<file path="src/rtl/pc_seq_pkg.sv">
// Shared encodings for the PC sequencer: next-PC source select, FSM states and default vectors.
// Also imported by decode so pc_sel is driven with the same encoding.
package pc_seq_pkg;

    typedef enum logic [1:0] {
        PC_SEQ  = 2'd0,
        PC_BR   = 2'd1,
        PC_JAL  = 2'd2,
        PC_JALR = 2'd3
    } pc_sel_t;

    typedef enum logic [1:0] {
        BOOT = 2'd0,
        RUN  = 2'd1,
        HALT = 2'd2
    } state_t;

    localparam logic [31:0] DEF_RESET_VECTOR = 32'h0000_0000;
    localparam logic [31:0] DEF_TRAP_VECTOR  = 32'h0000_0100;

endpackage

</file>
<file path="src/rtl/pc_sequencer_if.sv">
// Fetch handshake plus decode-side control bundle between the sequencer and the core.
// master = sequencer side, slave = imem/decode side.
interface pc_sequencer_if;
    import pc_seq_pkg::*;

    logic        fetch_req;
    logic [31:0] fetch_addr;
    logic        fetch_ack;
    pc_sel_t     pc_sel;
    logic        br_taken;
    logic [31:0] imm;
    logic [31:0] rs1_val;
    logic        ebreak;
    logic        resume;
    logic [31:0] pc;
    logic [31:0] pc_plus4;
    logic        trap;
    logic [31:0] epc;
    logic        halted;
    logic [31:0] instret;

    modport master (
        output fetch_req, fetch_addr, pc, pc_plus4, trap, epc, halted, instret,
        input  fetch_ack, pc_sel, br_taken, imm, rs1_val, ebreak, resume
    );

    modport slave (
        input  fetch_req, fetch_addr, pc, pc_plus4, trap, epc, halted, instret,
        output fetch_ack, pc_sel, br_taken, imm, rs1_val, ebreak, resume
    );

endinterface

</file>
<file path="src/rtl/pc_target_calc.sv">
// Combinational next-PC target selection and misalignment detection.
// Zero latency, no state; all adds wrap modulo 2^32.
module pc_target_calc
    import pc_seq_pkg::*;
(
    input  logic [31:0] pc_i,
    input  pc_sel_t     pc_sel_i,
    input  logic        br_taken_i,
    input  logic [31:0] imm_i,
    input  logic [31:0] rs1_val_i,
    output logic [31:0] target_o,
    output logic        misaligned_o
);

    logic [31:0] seq_tgt;
    logic [31:0] rel_tgt;
    logic [31:0] jalr_sum;

    assign seq_tgt  = pc_i + 32'd4;
    assign rel_tgt  = pc_i + imm_i;
    assign jalr_sum = rs1_val_i + imm_i;

    always_comb begin
        target_o = seq_tgt;
        case (pc_sel_i)
            PC_SEQ:  target_o = seq_tgt;
            PC_BR:   target_o = br_taken_i ? rel_tgt : seq_tgt;
            PC_JAL:  target_o = rel_tgt;
            PC_JALR: target_o = jalr_sum & ~32'h1;
            default: target_o = seq_tgt;
        endcase
    end

    // JALR clears bit0 itself, so any low bit left here is a genuine fault.
    assign misaligned_o = |target_o[1:0];

endmodule

</file>
<file path="src/rtl/pc_sequencer.sv">
// Owns the PC: BOOT/RUN/HALT FSM, fetch handshake, misaligned-target trap and instret.
// New PC visible one cycle after retire; stalls indefinitely while fetch_ack is low.
module pc_sequencer
    import pc_seq_pkg::*;
#(
    parameter logic [31:0] RESET_VECTOR = DEF_RESET_VECTOR,
    parameter logic [31:0] TRAP_VECTOR  = DEF_TRAP_VECTOR
) (
    input  logic              clk,
    input  logic              rst,
    pc_sequencer_if.master    bus
);

    state_t      state_q;
    logic [31:0] pc_q;
    logic [31:0] epc_q;
    logic [31:0] instret_q;
    logic        trap_q;

    logic [31:0] pc_plus4_d;
    logic [31:0] instret_d;
    logic [31:0] target;
    logic        misaligned;
    logic        retire;

    pc_target_calc u_tgt (
        .pc_i         (pc_q),
        .pc_sel_i     (bus.pc_sel),
        .br_taken_i   (bus.br_taken),
        .imm_i        (bus.imm),
        .rs1_val_i    (bus.rs1_val),
        .target_o     (target),
        .misaligned_o (misaligned)
    );

    assign pc_plus4_d = pc_q + 32'd4;
    assign instret_d  = instret_q + 32'd1;
    assign retire     = (state_q == RUN) && bus.fetch_ack;

    always_ff @(posedge clk or posedge rst) begin
        if (rst) begin
            state_q   <= BOOT;
            pc_q      <= RESET_VECTOR;
            epc_q     <= '0;
            instret_q <= '0;
            trap_q    <= 1'b0;
        end else begin
            trap_q <= 1'b0;
            case (state_q)
                BOOT: state_q <= RUN;
                RUN: begin
                    if (retire) begin
                        // EBREAK outranks a bad target: halt at the EBREAK itself.
                        if (bus.ebreak) begin
                            state_q   <= HALT;
                            instret_q <= instret_d;
                        end else if (misaligned) begin
                            pc_q   <= TRAP_VECTOR;
                            epc_q  <= pc_q;
                            trap_q <= 1'b1;
                        end else begin
                            pc_q      <= target;
                            instret_q <= instret_d;
                        end
                    end
                end
                HALT: begin
                    if (bus.resume) begin
                        pc_q    <= pc_plus4_d;
                        state_q <= RUN;
                    end
                end
                default: state_q <= BOOT;
            endcase
        end
    end

    assign bus.fetch_req  = (state_q == RUN);
    assign bus.fetch_addr = pc_q;
    assign bus.pc         = pc_q;
    assign bus.pc_plus4   = pc_plus4_d;
    assign bus.trap       = trap_q;
    assign bus.epc        = epc_q;
    assign bus.halted     = (state_q == HALT);
    assign bus.instret    = instret_q;

endmodule

</file>
<file path="src/flat_wrapper.sv">
// flat-port wrapper written by rule: the top's interface ports become plain ports
module pc_sequencer_flat import pc_seq_pkg::*;
#(
    parameter logic [31:0] RESET_VECTOR = DEF_RESET_VECTOR,
    parameter logic [31:0] TRAP_VECTOR  = DEF_TRAP_VECTOR
)
  (clk, rst, bus_fetch_req, bus_fetch_addr, bus_pc, bus_pc_plus4, bus_trap, bus_epc, bus_halted, bus_instret, bus_fetch_ack, bus_pc_sel, bus_br_taken, bus_imm, bus_rs1_val, bus_ebreak, bus_resume);
  pc_sequencer_if bus_i ();
  input  logic clk;
  input  logic rst;
  output wire logic [$bits(bus_i.fetch_req)-1:0] bus_fetch_req;
  output wire logic [$bits(bus_i.fetch_addr)-1:0] bus_fetch_addr;
  output wire logic [$bits(bus_i.pc)-1:0] bus_pc;
  output wire logic [$bits(bus_i.pc_plus4)-1:0] bus_pc_plus4;
  output wire logic [$bits(bus_i.trap)-1:0] bus_trap;
  output wire logic [$bits(bus_i.epc)-1:0] bus_epc;
  output wire logic [$bits(bus_i.halted)-1:0] bus_halted;
  output wire logic [$bits(bus_i.instret)-1:0] bus_instret;
  input wire logic [$bits(bus_i.fetch_ack)-1:0] bus_fetch_ack;
  input wire logic [$bits(bus_i.pc_sel)-1:0] bus_pc_sel;
  input wire logic [$bits(bus_i.br_taken)-1:0] bus_br_taken;
  input wire logic [$bits(bus_i.imm)-1:0] bus_imm;
  input wire logic [$bits(bus_i.rs1_val)-1:0] bus_rs1_val;
  input wire logic [$bits(bus_i.ebreak)-1:0] bus_ebreak;
  input wire logic [$bits(bus_i.resume)-1:0] bus_resume;
  assign bus_fetch_req = bus_i.fetch_req;
  assign bus_fetch_addr = bus_i.fetch_addr;
  assign bus_pc = bus_i.pc;
  assign bus_pc_plus4 = bus_i.pc_plus4;
  assign bus_trap = bus_i.trap;
  assign bus_epc = bus_i.epc;
  assign bus_halted = bus_i.halted;
  assign bus_instret = bus_i.instret;
  assign bus_i.fetch_ack = bus_fetch_ack;
  assign bus_i.pc_sel = bus_pc_sel;
  assign bus_i.br_taken = bus_br_taken;
  assign bus_i.imm = bus_imm;
  assign bus_i.rs1_val = bus_rs1_val;
  assign bus_i.ebreak = bus_ebreak;
  assign bus_i.resume = bus_resume;
  pc_sequencer #(.RESET_VECTOR(RESET_VECTOR), .TRAP_VECTOR(TRAP_VECTOR)) u_core (.clk(clk), .rst(rst), .bus(bus_i));
endmodule
</file>
<file path="config.mk">
export PLATFORM = sky130hd
export DESIGN_NAME = pc_sequencer_flat
export DESIGN_NICKNAME = d
export VERILOG_FILES = /design/src/rtl/pc_seq_pkg.sv /design/src/rtl/pc_sequencer_if.sv /design/src/rtl/pc_target_calc.sv /design/src/rtl/pc_sequencer.sv /design/src/flat_wrapper.sv
export SDC_FILE = /design/constraint.sdc
export NUM_CORES = 1
export LEC_CHECK = 0
export CAP_MARGIN = 30
export CORE_MARGIN = 4
export CORE_UTILIZATION = 55
export CTS_CLUSTER_DIAMETER = 120
export DETAILED_ROUTE_END_ITERATION = 8
export PLACE_DENSITY = 0.89
export RECOVER_POWER = 50
export SLEW_MARGIN = 20
export SYNTH_ARGS = -nofsm -noshare
export SYNTH_HDL_FRONTEND = slang
export SYNTH_HIERARCHICAL = 1
export SYNTH_SLANG_ARGS = --single-unit
export TNS_END_PERCENT = 20
</file>
<file path="constraint.sdc">
create_clock -name clk -period 8.4 [get_ports clk]
set_clock_uncertainty 0.2 [all_clocks]
set_input_delay 1.26 -clock clk [delete_from_list [all_inputs] [get_ports clk]]
set_output_delay 1.26 -clock clk [all_outputs]
set_load 0.1 [all_outputs]
</file>
# Yosys cells after proc, flatten, opt, wreduce, memory -nomap -nowiden
# Index checks and enable logic that the tools add are counted.
[classes]
reduce_logical = 9
addsub = 4
n_bitwise = 1
n_eq_ne = 10
mux = 17
[op_table]
columns = ["cell", "count"]
rows = [
  ["32-bit two-way mux", 7],
  ["32-bit one-hot mux with 4 select lines", 1],
  ["32-bit adder", 2],
  ["32-bit one-hot mux with 2 select lines", 1],
  ["32-bit by 1-bit adder with 32-bit output (second input constant)", 1],
  ["32-bit by 3-bit adder with 32-bit output (second input constant)", 1],
  ["4-bit AND reduction", 2],
  ["2-bit == test (second input constant)", 3],
  ["2-bit two-way mux", 3],
  ["2-bit by 1-bit != test with 1-bit output (second input constant)", 3],
  ["2-bit one-hot mux with 3 select lines", 1],
  ["3-bit AND reduction", 2],
  ["2-bit by 1-bit == test with 1-bit output (second input constant)", 2],
  ["2-bit logical NOT", 2],
  ["1-bit two-way mux", 4],
  ["2-bit != test (second input constant)", 2],
  ["2-bit nonzero test", 1],
  ["2-bit OR reduction", 1],
  ["1-bit logical AND", 1],
  ["1-bit inverter", 1],
]
[word_totals]
wordCells = 46
input_bits = 72
reg_bits = 99
out_inout_bits = 163

# Longest topological paths before layout
[depth]
word_depth = 8
mapped_depth = 14
ltp_nobuf = 14

# Hierarchy
# The synthesis kept the hierarchy.
[modules_own_cells]
columns = ["module", "instances", "cells_each", "seq_area_each_um2", "area_each_um2"]
rows = [
  ["pc_sequencer", 1, 516, 2477.4, 5305.1],
  ["pc_target_calc", 1, 639, 0.0, 4371.7],
]

# Worst setup path before layout
# Ideal clock, no wire load.
[synth_path]
kind = "reg2out"
from = "reg u_core.pc_q[2] (netlist: u_core/bus.fetch_addr[2])"
to = "out bus_pc_plus4[16]"
path_buffers = 0
arrival_ns = 3.987
setup_slack_ns = 2.953
required_ns = 6.940
path_stages_with_launch = 6
cell_sequence = "dfrtp_1 > ha_1 > nand4_2 > or3_4 > or3_4 > xnor2_1"
[synth_between]
elab_chain_cells = 1
[synth_lines]
columns = ["item", "line_no", "source"]
rows = [
  ["start: declaration", "pc_sequencer.sv:15", "logic [31:0] pc_q;"],
  ["start signal: assignment", "pc_sequencer.sv:62", "pc_q <= target;"],
  ["start signal: assignment", "pc_sequencer.sv:69", "pc_q <= pc_plus4_d;"],
  ["32-bit by 3-bit adder with 32-bit output", "pc_sequencer.sv:36", "assign pc_plus4_d = pc_q + 32'd4;"],
  ["end: declaration", "flat_wrapper.sv:14", "output wire logic [$bits(bus_i.pc_plus4)-1:0] bus_pc_plus4;"],
]
# No other way between the ends.

# Worst setup path after layout
[layout_path]
from = "reg u_core.pc_q[2] (netlist: u_core/bus.fetch_addr[2])"
to = "out bus_pc_plus4[22]"
# The elaborated chain is that of the path after synthesis.

==> impl_results.md <==
- Max-cap violations: 2
- Filler cells: 1309
- #FFs+latches synth: just under 100
- Die Span X: about 140 um
- Synth cell types: 87
- Port buffer count: 234
- Crit path DAT: around 4000 ps
- Ys flop type: dfrtp_1
- DR pass1 iterations: 8
- Max Slew Vio Count: 102
- Post-route antenna net violation count: 0
- RSZ-0062 raised after global routing: no
- CTS sink cnt: 99
- Critical path peak fanout: 13
- Synth area leaders: dfrtp_1 26%, xnor2_1 8.5%, ha_1 8.3%
- Status: finished, violations left
- Seq/Total Area, Yosys: 25.6%
- Post_cts resized: 0
- Initial core utilization: between 50% and 60%
- Number of synthesized flops with an enable pin: 0
- Total GRT Usage: 29.8%
- Share of layout cells above drive strength 1: 6.21%
- Max Fclk: 183 MHz
- Clock tree buffer depth: 2
- Design Area, Final: between 0.01 and 0.015 mm^2
- Die ar.: 0.0198 mm^2
- Synth Area per Inst: 8.38 um^2
- Detailed placer's ending HPWL: 23300 um
- Startpoint Class: flip-flop
- CTS clk-pin slew, worst paths: 60 ps
- Total number of vias: 9965
- CTS tree: done
- I/O Pins: 235
- Synth async-reset ratio: 100%
- Final Hold Viols: 0
- Largest net degree at the start of global routing: 54
- Area leader, netlist: dfrtp_1
- Reg2reg start: u_core/bus.fetch_addr[0]$_DFFE_PP0P_
- Hold_sp: u_core/bus.instret[29]$_DFFE_PP0P_
- Core area: approximately 0.017 mm^2
- Layout Area Growth over Synthesis: 27.0%
- Vias in the first global route: 9487
- Cells after Synth: 1155
- Slew HR: -64.6%
- Std cell rows: 48
- Num CTS Buffers: 9
- Placer Congestion: 0.927
- Die Y: ~140 um
- Yosys warning total: 6
- Starting DRT DRC Count: 1410
- Nets: 1470
- CP required: 6940 ps
- Via density: 6.38
- Setup Crit Path Kind: flip-flop to primary output
- Global-route wire length before repair: 48600 um
- Setup_tns: 0 ps
- Worst setup path start: u_core/bus.fetch_addr[2]$_DFFE_PP0P_
- Routed wire length: approximately 31000 um
- Yosys top cell area share: between 20% and 30%
- Initial antenna violation count: 0
- Part of the cycle the worst path needs: about two thirds
- H-tree levels: 3
- Top cells by count, synth: 99 x dfrtp_1, 95 x nand2_1, 94 x xnor2_1
- Most frequent cell after synthesis: dfrtp_1
- Clk_lat worst skew: 350 ps
- Avg WL per Cell: 19.9 um
- # diodes: 0
- # setup viols final: 0
- Synthesized Nets: 1293
- Grt ovf: 0
- Critical Path End Type: primary output
- Residual DRC: 1
- Violated checks: design-rule violations, max-capacitance violations, max-slew violations
- Hold buffer count at CTS: 0
- Post-CTS setup buffers: 0
- Clk root buf: clkbuf_16
- Slew @ Worst Pin: about 2500 ps
- Post-Synthesis Cell Area: 0.00968 mm^2
- Minimum clock period: between 5000 and 6000 ps
- Hold Path Class: flip-flop to flip-flop
- DP Area: 0.0120 mm^2
-- layer usage --
layer | part of all wire, % | wire, um | global-route usage (%) | vias to the layer above
li1 | - | - | - | 4591
met3 | 12 | 3620 | 7.43 | 75
met1 | 41 | 12600 | 40.0 | 4664
met5 | 0 | 0 | 0 | -
met4 | 2.9 | 899 | 9.94 | 0
met2 | 45 | 14000 | 47.2 | 635
-- metrics by stage --
step / util (%) / worst slack (ps) / hold slack [ps] / cells
floorplan: - / 2950 / 310 / 1155
global placement: 68.9 / 3290 / 276 / 1542
detailed placement: 69.1 / 3180 / 284 / 1543
CTS: 70.8 / 3020 / 297 / 1558
global route: 71.1 / 2360 / 312 / 1561
finish: 71.1 / 2930 / 289 / 1561
-- critical path, stage by stage (launching register included) --
cell and delay, ps:
dfrtp_1 670, ha_1 390, nand4_2 190, or3_4 430
nor4_1 540, xnor2_1 230, clkdlybuf4s50_1 1200
-- flip-flops by register name (all words and copies together) (netlist names) --
register,flops
u_core/bus.fetch_addr,32
u_core/state_q,2
u_core/bus.trap,1
u_core/bus.instret,32
u_core/bus.epc,32
-- cells in the final DEF (no fill, tap or decap), types with 5 or more instances in the layout --
cell type | synthesis | routed
o21ai_0 | 39 | 39
nand2_1 | 95 | 95
a211oi_1 | 6 | 6
o31ai_1 | 5 | 5
clkdlybuf4s50_1 | 0 | 153
clkbuf_16 | 0 | 9
a211o_1 | 5 | 5
nor2b_1 | 12 | 12
and4_1 | 10 | 10
dfrtp_1 | 99 | 99
a21o_1 | 26 | 26
o21a_1 | 8 | 8
nand4_1 | 29 | 29
nor3_1 | 21 | 20
mux2i_1 | 7 | 7
o22ai_1 | 10 | 10
nand3_1 | 74 | 74
a21oi_1 | 82 | 82
o221ai_1 | 17 | 17
nand2b_1 | 10 | 10
or4_1 | 6 | 6
o211ai_1 | 9 | 9
o21ai_1 | 14 | 14
o21bai_1 | 7 | 7
buf_4 | 34 | 10
xor2_1 | 42 | 42
ha_1 | 64 | 64
and2_1 | 10 | 10
and3_1 | 23 | 23
a22oi_1 | 13 | 13
dlygate4sd3_1 | 0 | 81
xnor2_1 | 94 | 94
inv_1 | 38 | 37
nor2_1 | 60 | 60
mux2_2 | 33 | 33
or3_1 | 10 | 10
a31oi_1 | 15 | 15
-- logic make-up after synthesis --
| family | synth area share (%) |
|---|---|
| mux | 4.56 |
| buf+inv | 6.15 |
| flops | 25.6 |
| simple gates | 21.0 |
| xor+xnor | 12.3 |
| compound gates | 21.7 |
| fa+ha+maj | 8.69 |
-- final timing paths --
path,end,slack [ps],depth (start not counted)
setup / recovery,bus_pc_plus4[22],2930,6
hold / removal,u_core/bus.instret[29]$_DFFE_PP0P_,290,1
setup reg to reg,u_core/bus.fetch_addr[22]$_DFFE_PP0P_,4400,14
hold reg to reg,u_core/bus.instret[29]$_DFFE_PP0P_,290,1
max in group asynchronous,u_core/bus.fetch_addr[25]$_DFFE_PP0P_,3110,3
min in group asynchronous,u_core/bus.epc[5]$_DFFE_PP0P_,1800,2
-- layout make-up --
class	instances	area [um^2]	share of cell area [%]
sequential	99	2480	20.2
clock inverter	4	50.0	0.407
clock buffer	11	253	2.06
inverter	38	144	1.17
multi-input combinational	937	6610	53.8
tap	225	282	2.29
timing repair buffer	247	2480	20.1
Power is left out: the tool's default activity adds up to more than one toggle a clock period on the data nets, which glitch-free logic cannot reach.
